File: src/rtl/clk_div_ctrl.sv
// clk_div_ctrl: run-time programmable integer clock divider.
// A new ratio is taken over a valid/ready port and applied only at an output
// period boundary. Gating on/off also happens only at a period boundary, so
// div_clk never shows a runt or stretched pulse.
module clk_div_ctrl #(
    parameter int CNT_W     = 8,
    parameter int RATIO_RST = 2
) (
    input  logic             clk,
    input  logic             rst_n,
    input  logic             en,
    input  logic             cfg_valid,
    input  logic [CNT_W-1:0] cfg_ratio,
    output logic             cfg_ready,
    output logic             cfg_err,
    output logic             busy,
    output logic             div_clk,
    output logic             div_tick
);

    localparam logic [1:0] S_IDLE = 2'd0;
    localparam logic [1:0] S_RUN  = 2'd1;
    localparam logic [1:0] S_PEND = 2'd2;

    localparam logic [CNT_W-1:0] RATIO_INIT = CNT_W'(RATIO_RST);
    localparam logic [CNT_W-1:0] ONE        = CNT_W'(1);
    localparam logic [CNT_W-1:0] TWO        = CNT_W'(2);

    logic [1:0]       state, state_nxt;
    logic [CNT_W-1:0] ratio, ratio_nxt;
    logic [CNT_W-1:0] pend_ratio, pend_nxt;
    logic [CNT_W-1:0] cnt, cnt_nxt;
    logic [CNT_W-1:0] half_nxt;
    logic             div_clk_nxt, div_tick_nxt;
    logic             xfer, legal, wrap, active_nxt;

    assign cfg_ready = (state != S_PEND);
    assign busy      = (state == S_PEND);
    assign xfer      = cfg_valid & cfg_ready;
    assign legal     = (cfg_ratio >= TWO);
    assign wrap      = (cnt == ratio - ONE);

    // Next-state, counter and ratio selection; the waveform is derived from
    // the next-state counter so div_clk/div_tick are clean registers.
    always_comb begin
        // NOTE: every variable gets a default first so no path leaves it
        // unassigned, which would otherwise infer a latch.
        state_nxt = state;
        ratio_nxt = ratio;
        pend_nxt  = pend_ratio;
        cnt_nxt   = cnt;
        case (state)
            S_IDLE: begin
                cnt_nxt = '0;
                if (en) state_nxt = S_RUN;
                if (xfer && legal) begin
                    if (en) begin
                        // First period after start still uses the old ratio.
                        state_nxt = S_PEND;
                        pend_nxt  = cfg_ratio;
                    end else begin
                        ratio_nxt = cfg_ratio;
                    end
                end
            end
            S_RUN: begin
                if (wrap) begin
                    cnt_nxt = '0;
                    if (!en) state_nxt = S_IDLE;
                end else begin
                    cnt_nxt = cnt + ONE;
                end
                if (xfer && legal) begin
                    if (wrap && !en) begin
                        // Stopping anyway: nothing to wait for, apply directly.
                        ratio_nxt = cfg_ratio;
                    end else begin
                        state_nxt = S_PEND;
                        pend_nxt  = cfg_ratio;
                    end
                end
            end
            S_PEND: begin
                if (wrap) begin
                    cnt_nxt   = '0;
                    ratio_nxt = pend_ratio;
                    state_nxt = en ? S_RUN : S_IDLE;
                end else begin
                    cnt_nxt = cnt + ONE;
                end
            end
            default: begin
                state_nxt = S_IDLE;
                cnt_nxt   = '0;
            end
        endcase

        active_nxt   = (state_nxt != S_IDLE);
        half_nxt     = ratio_nxt - (ratio_nxt >> 1);
        div_clk_nxt  = active_nxt && (cnt_nxt < half_nxt);
        div_tick_nxt = active_nxt && (cnt_nxt == '0);
    end

    // State, counter, ratio and registered outputs; async reset clears all.
    always_ff @(posedge clk or negedge rst_n) begin
        if (!rst_n) begin
            state      <= S_IDLE;
            ratio      <= RATIO_INIT;
            pend_ratio <= RATIO_INIT;
            cnt        <= '0;
            div_clk    <= 1'b0;
            div_tick   <= 1'b0;
            cfg_err    <= 1'b0;
        end else begin
            // NOTE: sequential state uses non-blocking assignments so every
            // register samples pre-edge values regardless of statement order.
            state      <= state_nxt;
            ratio      <= ratio_nxt;
            pend_ratio <= pend_nxt;
            cnt        <= cnt_nxt;
            div_clk    <= div_clk_nxt;
            div_tick   <= div_tick_nxt;
            cfg_err    <= xfer && !legal;
        end
    end

endmodule

File: config.mk
export PLATFORM = sky130hd
export DESIGN_NAME = clk_div_ctrl
export DESIGN_NICKNAME = d
export VERILOG_FILES = /design/src/rtl/clk_div_ctrl.sv
export SDC_FILE = /design/constraint.sdc
export NUM_CORES = 1
export LEC_CHECK = 0
export ABC_CLOCK_PERIOD_IN_PS = 6300
export BUFFER_PORTS_ARGS = -buffer_cell sky130_fd_sc_hd__buf_2
export CAP_MARGIN = 25
export CORE_ASPECT_RATIO = 0.9
export CORE_UTILIZATION = 55
export CTS_CLUSTER_DIAMETER = 100
export DETAILED_ROUTE_END_ITERATION = 10
export GPL_ROUTABILITY_DRIVEN = 0
export PLACE_DENSITY = 0.82
export SLEW_MARGIN = 20
export SYNTH_ARGS = -nofsm -noshare
export SYNTH_HDL_FRONTEND = slang
export SYNTH_SLANG_ARGS = --single-unit
File: constraint.sdc
create_clock -name clk -period 6.3 [get_ports clk]
set_input_delay 1.26 -clock clk [delete_from_list [all_inputs] [get_ports clk]]
set_output_delay 1.26 -clock clk [all_outputs]
set_load 0.01 [all_outputs]
==> flow_summary.toml <==
[clocking]
cts_buffers = 5
ctsHoldBuffers = 0
cts-htree-levels = 2
clock-sinks = 29
clkSlewWorstSetupHoldPaths_ns = 0.06
cts_setup_buffers = 0
clk_latency_ns = 0.28
cts-root-buf = "clkbuf_8"
clk_path_buf_depth = 2
ctsResizeCount = 0
cts_tree = "built"

[routing]
drtAntennaViolNets = 0
wl_per_cell_um = 17.0
drc = 0
vias_per_cell = 6.38
first_pass_iters = 5
detail_route.iter0.violations = 135
routed_wirelength_um = 5560
dr_total_vias = 2087

[logic_synthesis]
synth.distinct_cells = 58
yosys_warnings = 0
seq_area_frac_synth_pct = 30.4
syn_area_um2 = 2400
synth_seq_cells = 29
synth_area_per_cell_um2 = 8.98
syn-num-nets = 300
syn_inst = 267
synth_flop_cell = "dfrtp_1"
synth-edff-count = 0
async_reset_ff_share_pct = 100

[sta]
rsz0062_at_grt = "false"
timing.fmax_mhz = 172
tightest_slew_ns = 0.652
drv_slew = 0
setup_viol = 0
relSlewSlack_pct = 56.6
clock_skew_ns = 0.00542
fin_crit_sh_pct = 92.4
fin_crit_ns = 5.82
finalHoldViolations = 0
fin_tns_setup_ns = 0

[layout]
area_growth_pct = 8.56
drive_gt1_share_pct = 15.4
antenna_cells = 0
nNetsFinal = 311

[global_routing]
grt_max_degree = 30
grt_overflow = 0
grt_pass1_wl_um = 9250
grt_antenna_before_repair = 0
grt_pass1_vias = 1924
grt_use_total_pct = 26.4

[floorplanning]
die_w_um = 71.6
die-area_um2 = 4630
start_util_pct = 58.1
rows = 22
die_y_um = 64.7
core_um2 = 4130
pin_count = 17

[worst_setup_path]
path_class = "reg -> reg"
crit_fanout = 8
arrival_ns = 6.04
end_kind = "flop"
r2r_start = "ratio[1]"
crit_path_start_kind = "flop"
critPathRequiredTime_ns = 6.51
cp-startpoint = "ratio[1]"

[power_and_ir_drop]
leakage_nw = 1.18
ir_worst_vdd_mv = 0.278
p_per_area_nw_per_um2 = 606
power.total_mw = 1.58

[status]
status = "finished clean"

[hold_path]
holdCritPathClass = "reg -> reg"
hold_path.startpoint = "pend_ratio[6]"

[placed_design]
place_hpwl_um = 4270
io_buffers = 16

[job]
cap_violations = 0
## worst max-delay path, cell delays in order (launching register included)
cell and delay [ns]:
dfstp_2 0.57, inv_1 0.05, ha_1 0.26, nor2b_1 0.16, or3_1 0.34, a31o_1 0.23
or3_1 0.51, nor3_1 0.30, a22oi_1 0.13, buf_4 0.18, a221oi_1 0.51, ha_1 0.32
a21o_1 0.17, a21o_1 0.19, nand3_1 0.10, and3b_1 0.17, xor2_1 0.19, ha_1 0.29
a21o_1 0.17, a21o_1 0.17, a2111oi_0 0.43, o41ai_1 0.15, a21oi_1 0.14
## power breakdown
part | leakage (nW) | total [mW] | internal (mW) | switching [mW]
sequential | 0.371 | 0.332 | 0.254 | 0.0781
combinational | 0.752 | 1.05 | 0.460 | 0.585
clock | 0.0585 | 0.200 | 0.129 | 0.0709
total | 1.18 | 1.58 | 0.843 | 0.734
## path summary, 6_finish.rpt
path	cells after the start	slack [ns]	end
max in group asynchronous	1	4.87	ratio[3]
hold reg to reg	1	0.52	pend_ratio[6]
hold / removal	1	0.52	pend_ratio[6]
setup / recovery	22	0.48	div_clk
min in group asynchronous	1	1.00	cnt[6]
setup reg to reg	22	0.48	div_clk
## cells in the final DEF, fill, tap and decap left out, types with 4 or more instances in the layout
master    synthesis  final
o21ai_0           7      7
ha_1             20     20
a221oi_1          4      4
xor2_1            9      9
inv_1             9      9
buf_2             2     16
nor2b_1           4      4
a21oi_1          16     16
nor2_1           20     20
dfrtp_1          27     27
a221o_1           5      5
mux2_2            8      8
nand2_1          18     18
a21o_1            9      9
xnor2_1          12     12
and3b_1           5      5
nor3_1           10     10
a31oi_1           6      6
nand3_1           7      7
clkbuf_8          0      6
nor4_1            4      4
## flip-flops by register name, indices dropped and copies added, names as in the netlist
| name | count |
|---|---|
| cnt | 8 |
| cfg_err | 1 |
| div_tick | 1 |
| ratio | 8 |
| state | 2 |
| pend_ratio | 8 |
| div_clk | 1 |
## cells in the mapped netlist (5+ instances only)
library cell	number	area [µm²]
a21o_1	9	67.6
a21oi_1	16	80.1
a221o_1	5	50.1
a31oi_1	6	37.5
and3b_1	5	43.8
clkbuf_1	10	37.5
dfrtp_1	27	676
ha_1	20	250
inv_1	9	33.8
mux2_2	8	90.1
nand2_1	18	67.6
nand3_1	7	35.0
nor2_1	20	75.1
nor3_1	10	50.1
o21ai_0	7	35.0
xnor2_1	12	105
xor2_1	9	78.8
## through the flow
stage / setup slack, ns / hold WS, ns / instances / util (%) / cell area, µm²
after floorplan: 0.791 / 0.471 / 267 / - / 2400
after global placement: 0.393 / 0.486 / 319 / 60.2 / 2490
after detailed placement: 0.306 / 0.506 / 319 / 60.2 / 2490
after CTS: 0.496 / 0.521 / 327 / 63.1 / 2600
after global routing: 0.0751 / 0.524 / 327 / 63.1 / 2600
final: 0.476 / 0.522 / 327 / 63.1 / 2600
## final cells by class
cell class / instances / area, µm²
inverter: 9 / 33.8
sequential: 29 / 728
timing repair buffer: 18 / 95.1
fill: 358 / 1530
multi-input combinational: 215 / 1570
clock inverter: 1 / 30.0
tap: 48 / 60.1
clock buffer: 7 / 86.3
## cell families (layout without fill, tap and decap cells)
group	after synthesis	after routing	synth area share, %
AND/OR/NAND/NOR	91	91	20.3
flip-flops	29	29	30.4
adder cells (fa/ha/maj)	21	21	11.3
AO/OA/AOI/OAI	73	73	22.0
buffers and inverters	23	35	4.17
multiplexers	9	9	4.17
XOR/XNOR	21	21	7.67
## per-layer routing
layer  up-vias  share of wire (%)  track usage (%)
met5         -                  0                0
met2        79                 45             40.6
met4         0                2.5             11.0
met1       986                 47             36.6
met3        15                6.2             4.67
li1       1007                  -                -
(Power assumes the default switching activity.)
